===== config.mk =====
export PLATFORM = sky130hd
export DESIGN_NAME = video_slot_arbiter
export DESIGN_NICKNAME = d
export VERILOG_FILES = /design/src/rtl/atarist_pkg.sv /design/src/rtl/video_slot_arbiter.sv
export SDC_FILE = /design/constraint.sdc
export NUM_CORES = 1
export LEC_CHECK = 0
export ABC_AREA = 1
export BUFFER_PORTS_ARGS = -buffer_cell sky130_fd_sc_hd__buf_4
export CAP_MARGIN = 20
export CORE_AREA = 10 10 106 108
export CTS_BUF_LIST = sky130_fd_sc_hd__clkbuf_4 sky130_fd_sc_hd__clkbuf_8
export CTS_CLUSTER_DIAMETER = 100
export CTS_CLUSTER_SIZE = 8
export DETAILED_ROUTE_END_ITERATION = 8
export DIE_AREA = 0 0 116 118
export GPL_TIMING_DRIVEN = 0
export HOLD_SLACK_MARGIN = 0.1
export PLACE_DENSITY = 0.91
export RECOVER_POWER = 100
export SLEW_MARGIN = 20
export SYNTH_ARGS = -nofsm -noshare
export SYNTH_HDL_FRONTEND = slang
export SYNTH_SLANG_ARGS = --single-unit
export TNS_END_PERCENT = 10

===== constraint.sdc =====
create_clock -name pclk -period 7 [get_ports pclk]
set_input_delay 0.7 -clock pclk [delete_from_list [all_inputs] [get_ports pclk]]
set_output_delay 0.7 -clock pclk [all_outputs]
set_load 0.01 [all_outputs]

===== src/rtl/atarist_pkg.sv =====
`default_nettype none
// ============================================================================
//  Module      : atarist_pkg
//  Description : Shared definitions for the video-port slot arbiter: address
//                width, the bus slot reserved for video reads, the arbiter
//                FSM encoding and the requester identifiers.
//  Revision    : 1.0 - initial release
// ============================================================================
package atarist_pkg;

  // Word address width of the RAM video port.
  localparam int ADDR_W = 23;

  // Bus slot (0..3) that carries video-port reads.
  localparam logic [1:0] VIDEO_SLOT = 2'd2;

  // Arbiter FSM states.
  typedef enum logic [1:0] {
    ST_IDLE  = 2'd0,
    ST_GRANT = 2'd1,
    ST_ACK   = 2'd2
  } arb_state_t;

  // Identity of the requester holding the current grant.
  typedef enum logic [1:0] {
    GNT_VIK = 2'd0,
    GNT_SHF = 2'd1,
    GNT_DMA = 2'd2
  } arb_who_t;

endpackage
`default_nettype wire


===== src/rtl/video_slot_arbiter.sv =====
`default_nettype none
// ============================================================================
//  Module      : video_slot_arbiter
//  Description : Arbitrates the video slot (slot 2 of a 4-slot 8 MHz bus frame)
//                between the display requester (Viking or shifter, chosen by
//                viking_en) and DMA. Display has priority, but DMA is forced a
//                grant once it has lost MAX_STARVE consecutive evaluations.
//
//  Ports       : pclk, reset      - clock, asynchronous active-high reset
//                clk_8_en         - one-pclk 8 MHz bus strobe
//                bus_cycle        - current bus slot (0..3)
//                vik_req/addr     - Viking read request / word address
//                shf_req/addr     - shifter read request / word address
//                dma_req/addr     - DMA read request / word address
//                viking_en        - 1: Viking owns display, 0: shifter
//                ram_addr/read    - RAM video-port address and read strobe
//                ram_data         - RAM read data (valid at end of slot 2)
//                rdata            - registered read data
//                vik/shf/dma_ack  - one-pclk pulse, rdata valid for requester
//  Revision    : 1.0 - initial release
// ============================================================================
module video_slot_arbiter
  import atarist_pkg::*;
#(
  parameter int MAX_STARVE = 8
) (
  input  logic              pclk,
  input  logic              reset,
  input  logic              clk_8_en,
  output logic [1:0]        bus_cycle,
  input  logic              vik_req,
  input  logic [ADDR_W-1:0] vik_addr,
  input  logic              shf_req,
  input  logic [ADDR_W-1:0] shf_addr,
  input  logic              dma_req,
  input  logic [ADDR_W-1:0] dma_addr,
  input  logic              viking_en,
  output logic [ADDR_W-1:0] ram_addr,
  output logic              ram_read,
  input  logic [63:0]       ram_data,
  output logic [63:0]       rdata,
  output logic              vik_ack,
  output logic              shf_ack,
  output logic              dma_ack
);

  localparam logic [3:0] c_max_starve = 4'(MAX_STARVE);
  // Evaluation happens on the strobe that leaves the slot before the video slot.
  localparam logic [1:0] c_eval_slot  = VIDEO_SLOT - 2'd1;

  arb_state_t        r_state;
  arb_state_t        w_state_nxt;
  arb_who_t          r_who;
  arb_who_t          w_who_sel;
  logic [1:0]        r_bus_cycle;
  logic [3:0]        r_starve_cnt;
  logic [3:0]        w_starve_nxt;
  logic [ADDR_W-1:0] r_ram_addr;
  logic [ADDR_W-1:0] w_addr_sel;
  logic [63:0]       r_rdata;

  logic w_eval;
  logic w_slot_end;
  logic w_disp_req;
  logic w_dma_forced;
  logic w_any_req;
  logic w_grant;

  assign w_eval       = clk_8_en && (r_bus_cycle == c_eval_slot);
  assign w_slot_end   = clk_8_en && (r_bus_cycle == VIDEO_SLOT);
  // Only the display owner's request is visible; the other is ignored.
  assign w_disp_req   = viking_en ? vik_req : shf_req;
  assign w_dma_forced = dma_req && (r_starve_cnt == c_max_starve);
  assign w_any_req    = w_disp_req || dma_req;
  assign w_grant      = w_eval && (r_state == ST_IDLE) && w_any_req;

  // Three-way priority select: display beats DMA unless DMA is starved.
  always_comb begin
    w_who_sel  = GNT_DMA;
    w_addr_sel = dma_addr;
    if (w_disp_req && !w_dma_forced) begin
      if (viking_en) begin
        w_who_sel  = GNT_VIK;
        w_addr_sel = vik_addr;
      end else begin
        w_who_sel  = GNT_SHF;
        w_addr_sel = shf_addr;
      end
    end
  end

  // Starvation count after a granting evaluation. An idle evaluation (no
  // request at all) never reaches here, so the count is left untouched then.
  always_comb begin
    w_starve_nxt = r_starve_cnt;
    if (!dma_req || (w_who_sel == GNT_DMA)) begin
      w_starve_nxt = 4'd0;
    end else if (r_starve_cnt < c_max_starve) begin
      w_starve_nxt = r_starve_cnt + 4'd1;
    end
  end

  // FSM next state and outputs.
  always_comb begin
    w_state_nxt = r_state;
    ram_read    = 1'b0;
    vik_ack     = 1'b0;
    shf_ack     = 1'b0;
    dma_ack     = 1'b0;
    case (r_state)
      ST_IDLE: begin
        if (w_grant) begin
          w_state_nxt = ST_GRANT;
        end
      end
      ST_GRANT: begin
        ram_read = 1'b1;
        if (w_slot_end) begin
          w_state_nxt = ST_ACK;
        end
      end
      ST_ACK: begin
        vik_ack     = (r_who == GNT_VIK);
        shf_ack     = (r_who == GNT_SHF);
        dma_ack     = (r_who == GNT_DMA);
        w_state_nxt = ST_IDLE;
      end
      default: begin
        w_state_nxt = ST_IDLE;
      end
    endcase
  end

  always_ff @(posedge pclk or posedge reset) begin
    if (reset) begin
      r_state <= ST_IDLE;
    end else begin
      r_state <= w_state_nxt;
    end
  end

  always_ff @(posedge pclk or posedge reset) begin
    if (reset) begin
      r_bus_cycle  <= 2'd0;
      r_starve_cnt <= 4'd0;
      r_who        <= GNT_VIK;
      r_ram_addr   <= '0;
      r_rdata      <= 64'd0;
    end else begin
      if (clk_8_en) begin
        r_bus_cycle <= r_bus_cycle + 2'd1;
      end
      // Grant and address are frozen here so requester changes during the
      // slot cannot disturb the access in flight.
      if (w_grant) begin
        r_who        <= w_who_sel;
        r_ram_addr   <= w_addr_sel;
        r_starve_cnt <= w_starve_nxt;
      end
      if ((r_state == ST_GRANT) && w_slot_end) begin
        r_rdata <= ram_data;
      end
    end
  end

  assign bus_cycle = r_bus_cycle;
  assign ram_addr  = r_ram_addr;
  assign rdata     = r_rdata;

endmodule
`default_nettype wire


; ---- Word level (Yosys, flattened, before mapping)
; Cells that the tools add are included.
; W data, S select, Z words.
[classes]
addsub = 2
eq_ne = 10
reduce_logical = 16
n_lt_le_gt_ge = 1
mux = 14
[op_table]
columns = op, n
row1 = $mux W23, 2
row2 = $eq A2 B2 Y1 const B, 4
row3 = $mux W4, 2
row4 = $logic_and A1 B1 Y1, 7
row5 = $eq A2 B1 Y1 const B, 3
row6 = $mux W1, 6
row7 = $mux W2, 3
row8 = $add A4 B1 Y4 const B, 1
row9 = $eq A4 B4 Y1 const B, 1
row10 = $logic_not A2 Y1, 2
row11 = $lt A4 B4 Y1 const B, 1
row12 = $ne A2 B2 Y1 const B, 2
row13 = $pmux W2 S2, 1
row14 = $reduce_and A2 Y1, 2
row15 = $add A2 B1 Y2 const B, 1
row16 = $logic_not A1 Y1, 2
row17 = $logic_or A1 B1 Y1, 2
row18 = $reduce_bool A2 Y1, 1
[word_totals]
in_bits = 140
elab_cells = 49
ff_bits = 97
output_inout_bits = 93

; ---- Depth between registers and ports, before layout
[logic_depth]
word_depth = 9
ltp_mapped = 10
depth_no_buf = 9

; ---- Worst setup path before layout
; Ideal clock, no wire load.
[synth_timing]
kind = input port to flip-flop
startpoint = input port viking_en
endpoint = register r_ram_addr[10] (netlist: ram_addr[10])
path_slack_ps = 5444
t_arrival_ps = 1439
cell_stages = 7
path_buffers = 1
required_time_ps = 6883
setup_ps = 117
path_cell_list = inv_1 nand2_1 nand2_2 clkbuf_1 nand3_1 nand3_2 nand2_1
[synth_via]
elab_chain_len = 3
elab_cells_between_ends = 6
classes_between = mux (3) / reduce/logical (3)
[synth_lines]
columns = element, line_no
row1 = "start, declared", video_slot_arbiter.sv:37  ; input logic viking_en,
row2 = $mux W1, video_slot_arbiter.sv:72  ; assign w_disp_req = viking_en ? vik_req : shf_req;
row3 = $logic_and A1 B1 Y1 or $logic_or A1 B1 Y1 (tied branches), "video_slot_arbiter.sv:81, video_slot_arbiter.sv:74"
row4 = $mux W23 or $logic_and A1 B1 Y1 (tied branches), "video_slot_arbiter.sv:81, video_slot_arbiter.sv:75"
row5 = "end signal, assigned", video_slot_arbiter.sv:157  ; r_ram_addr <= w_addr_sel;
row6 = "end, declared", video_slot_arbiter.sv:58  ; logic [ADDR_W-1:0] r_ram_addr;
; Several ways; a longest one is shown, not always the timed one.
; A chain may end at the register's enable or synchronous reset.

; ---- Worst setup path after layout
[layout_timing]
startpoint = register r_bus_cycle[1] (netlist: bus_cycle[1])
endpoint = register r_ram_addr[11] (netlist: ram_addr[11])
[layout_via]
elab_chain_len = 4
[layout_lines]
columns = element, line_no
row1 = "start, declared", video_slot_arbiter.sv:55  ; logic [1:0] r_bus_cycle;
row2 = "start signal, assigned", video_slot_arbiter.sv:151  ; r_bus_cycle <= r_bus_cycle + 2'd1;
row3 = $eq A2 B1 Y1, video_slot_arbiter.sv:69  ; assign w_eval = clk_8_en && (r_bus_cycle == c_eval_slot);
row4 = $logic_and A1 B1 Y1, video_slot_arbiter.sv:69
row5 = $logic_and A1 B1 Y1 (2 in a row), video_slot_arbiter.sv:75  ; assign w_grant = w_eval && (r_state == ST_IDLE) && w_any_req;
; No other way between the ends.

==> flow_summary.rst <==
.. list-table::
   :header-rows: 1

   * - Metric
     - Value
   * - Ratio of cells with drive above 1 in the final layout
     - between 20% and 30%
   * - Global-route wire length before repair
     - between 20 and 30 mm
   * - First DRT Iteration DRCs
     - about 320
   * - Post-synthesis cell type with the largest combined area
     - sky130_fd_sc_hd__dfrtp_1
   * - Post-Synth XOR/XNOR Area
     - less than 1%
   * - CTS tree
     - yes
   * - Final design area excluding fillers
     - roughly 6300 sq um
   * - Final number of max-transition violations
     - 47
   * - Element type at the critical path start
     - flop
   * - Antenna Cells
     - 0
   * - CP Buf/Inv Count
     - 4
   * - Net count after synthesis
     - ~750
   * - Dominant combinational cell family by area after synthesis
     - simple AND/OR/NAND/NOR gates
   * - Layout net count
     - about 1000
   * - #FFs+latches synth
     - a little under 100
   * - Post-synthesis mux area share
     - 0%
   * - Critical Path Sink Type
     - flop
   * - Hold wc startpoint
     - rdata[41]
   * - Clk sinks
     - 97
   * - Total power divided by cell area
     - about 340 nW/um^2
   * - Post-DP HPWL
     - roughly 13 mm
   * - Worst Path Class, Setup
     - flop to flop
   * - Number of antenna violations at the first check in global routing
     - 0
   * - Shortest clock period the worst path allows after layout
     - about 2.5 ns
   * - Maximum achievable frequency
     - 404.6 MHz
   * - Post-cts hold buffer count
     - 0
   * - Final hold vios
     - 0
   * - Number of placement rows
     - 35
   * - Cell with the biggest individual delay on the critical path
     - sky130_fd_sc_hd__clkbuf_1
   * - Launch point of the critical path
     - bus_cycle[1]
   * - Result of the run
     - complete, but fails checks
   * - Worst clock skew
     - 0.01131 ns
   * - Latest clock arrival within the worst-skew pair
     - about 0.35 ns
   * - Gpl congestion
     - a little over 0.9
   * - Clock Path Buffers
     - 2
   * - Number of remaining DRC errors
     - 0
   * - Die width
     - around 120 um
   * - Violated checks
     - max-capacitance violations, max-slew violations
   * - Setup tns final
     - 0 ns
   * - Critical path cell sequence
     - inv_1 > ha_1 > nand2_2 > nor2_1 > nand2_1 > inv_1 > clkbuf_1 > clkbuf_1 > nand3_2 > nand2_1
   * - Synth Area in Adders
     - about 1.1%
   * - Period utilization
     - about a third
   * - Unrepaired setup endpoints after global routing
     - false
   * - Area contributors post-synth
     - sky130_fd_sc_hd__dfrtp_1 (53%), sky130_fd_sc_hd__nand2_1 (25%), sky130_fd_sc_hd__inv_1 (5.2%)
   * - Post-synthesis cell count
     - approximately 600
   * - Maximum ir drop on the vdd rail
     - 201.4 uV
   * - Met2 layer wire length in the routed design
     - between 7 and 8 mm
   * - Area fraction of the dominant cell type after synthesis
     - a little over half
   * - Buffer cell driving the clock tree root
     - sky130_fd_sc_hd__clkbuf_8
   * - Core Box Area
     - between 9000 and 10000 sq um
   * - Number of maximum-capacitance constraint violations
     - 1
   * - Worst path max stage delay
     - between 0.6 and 0.7 ns
   * - WL met3
     - around 1.8 mm
   * - Count of warnings emitted by yosys
     - 0
   * - Worst EP required
     - 7.28 ns
   * - Wire length per cell after detailed routing
     - around 17 um
   * - Initial Util
     - between 50% and 60%
   * - Placed inst area
     - approximately 6500 sq um
   * - Synth cell types
     - 23
   * - Compound-cell area share of the yosys netlist
     - 2.833%
   * - CTS clock-pin slew for the worst setup and hold paths
     - approximately 0.10 ns
   * - Standby leakage power
     - between 3 and 4 nW
   * - Total congestion overflow after global routing
     - 0
   * - # resized after CTS
     - 0
   * - Post-detailed-route via-to-cell ratio
     - 4.954
   * - Detailed Route WL
     - 16.00 mm
   * - H-tree levels
     - 3
   * - Post-CTS Setup Repair Bufs
     - 0
   * - Avg Synthesized Cell Area
     - 7.643 sq um
   * - Final design utilization
     - 69.20%
   * - I/O pin cnt
     - about 230
   * - Post-synthesis cell area
     - about 4600 sq um
   * - Sequential area share after synthesis
     - approximately 53%
   * - Number of setup violations in the final report
     - 0
   * - Vias after detailed routing
     - ~4800
   * - Critical path peak fanout
     - 10
   * - Number of input and output port buffers inserted
     - approximately 230
   * - Number of buffers created by CTS
     - 9
   * - Area share of and/or/nand/nor cells after synthesis
     - between 30% and 40%
   * - Area growth from synthesis to layout
     - 37.24%
   * - Sum of routed wire segments on met1
     - ~6.0 mm
   * - Antenna Nets Post-Route
     - 0
   * - Global-route total usage across every layer
     - a little under a quarter
   * - Vias in the first global route
     - about 5000
   * - Critical Path AT
     - approximately 2.8 ns
   * - Die Outline Area
     - between 10000 and 15000 sq um
   * - Hold crit path type
     - flop to flop
   * - Number of iterations in the first detailed-routing pass
     - 5
   * - Max layer used
     - met4
   * - Relative slew slack
     - -45.56%
   * - Dominant delay contributor by cell family on the critical path
     - buffers and inverters
   * - Die height
     - 118 um
   * - Slew of the pin with the lowest slew margin
     - approximately 2.2 ns
   * - Largest net degree at the start of global routing
     - 52
   * - Worst reg2reg path startpoint
     - bus_cycle[1]
-- cell usage after synthesis, drive strengths merged --
cell / instances
nor3: 3
xnor2: 1
dfrtp: 97
inv: 65
xor2: 1
buf: 21
nand2: 313
nand4: 1
ha: 4
o21ai: 25
nand3: 51
a21oi: 1
clkbuf: 9
nor2: 9
-- worst paths after layout --
| kind | end | slack, ns | depth (start not counted) |
|---|---|---|---|
| worst max-delay path | ram_addr[11] | 4.53 | 10 |
| worst min-delay path | rdata[41] | 0.49 | 2 |
| worst max register to register | ram_addr[11] | 4.53 | 10 |
| worst min register to register | rdata[41] | 0.49 | 2 |
| max in group asynchronous | r_starve_cnt[1] | 5.09 | 2 |
| min in group asynchronous | ram_addr[12] | 0.92 | 2 |
-- stage by stage --
step                hold WS [ns]  setup WS, ns  instances  power (mW)
detailed placement        0.4660         5.018        945       2.024
CTS                       0.3701         5.045        960       2.395
global route              0.5065         4.297        960       2.341
finish                    0.4851         4.529        960       2.172
global placement          0.4628         2.758        944       1.971
floorplan                 0.4952         3.766        601       1.424
-- layout by cell type (no fill, tap or decap), drive strengths merged --
master / netlist / routed
ha: 4 / 4
nor3: 3 / 3
nor2: 9 / 9
inv: 65 / 65
buf: 21 / 150
nand2: 313 / 313
xnor2: 1 / 1
nand4: 1 / 1
clkinv: 0 / 1
xor2: 1 / 1
clkinvlp: 0 / 3
nand3: 51 / 51
o21ai: 25 / 25
clkbuf: 9 / 123
bufinv: 0 / 1
a21oi: 1 / 1
dfrtp: 97 / 97
-- power by group --
| part | total (mW) | switching, mW | internal [mW] | leakage, nW |
|---|---|---|---|---|
| logic | 0.850 | 0.544 | 0.306 | 2.23 |
| clock network | 0.367 | 0.197 | 0.171 | 0.0939 |
| registers | 0.954 | 0.150 | 0.804 | 1.23 |
| total | 2.17 | 0.890 | 1.28 | 3.55 |
-- routing by layer --
layer  global-route usage (%)  vias up
li1                         -     2297
met1                    25.72     2199
met2                    38.46      228
met3                    8.359       32
met4                    8.685        0
met5                        0        -
-- cell type report --
type | count | area [sq um]
Buffer | 30 | 122.6
Clock buffer | 10 | 131.4
Clock inverter | 5 | 65.06
Fill cell | 812 | 2805
Inverter | 65 | 245.2
Multi-Input combinational cell | 409 | 1749
Sequential cell | 97 | 2427
Tap cell | 111 | 138.9
Timing Repair Buffer | 233 | 1424
-- state kept, by name, summed over array words and instances, names as in the netlist --
name and flops:
ram_addr 23, r_who 2, r_starve_cnt 4, rdata 64
bus_cycle 2, r_state 2
-- tightest hold or removal path: cells and delay by family, from the launching register on --
| kind | cells | cell delay, ns |
|---|---|---|
| DFF | 1 | 0.35 |
| and+or+nand+nor | 2 | 0.11 |
-- logic make-up (layout without fill, tap and decap cells) --
family / Yosys count / count (layout)
fa+ha+maj: 4 / 4
compound gates: 26 / 26
buf+inv: 95 / 343
simple gates: 377 / 377
xor+xnor: 2 / 2
flops: 97 / 97
Note: power is estimated with default switching activity, not from simulation.
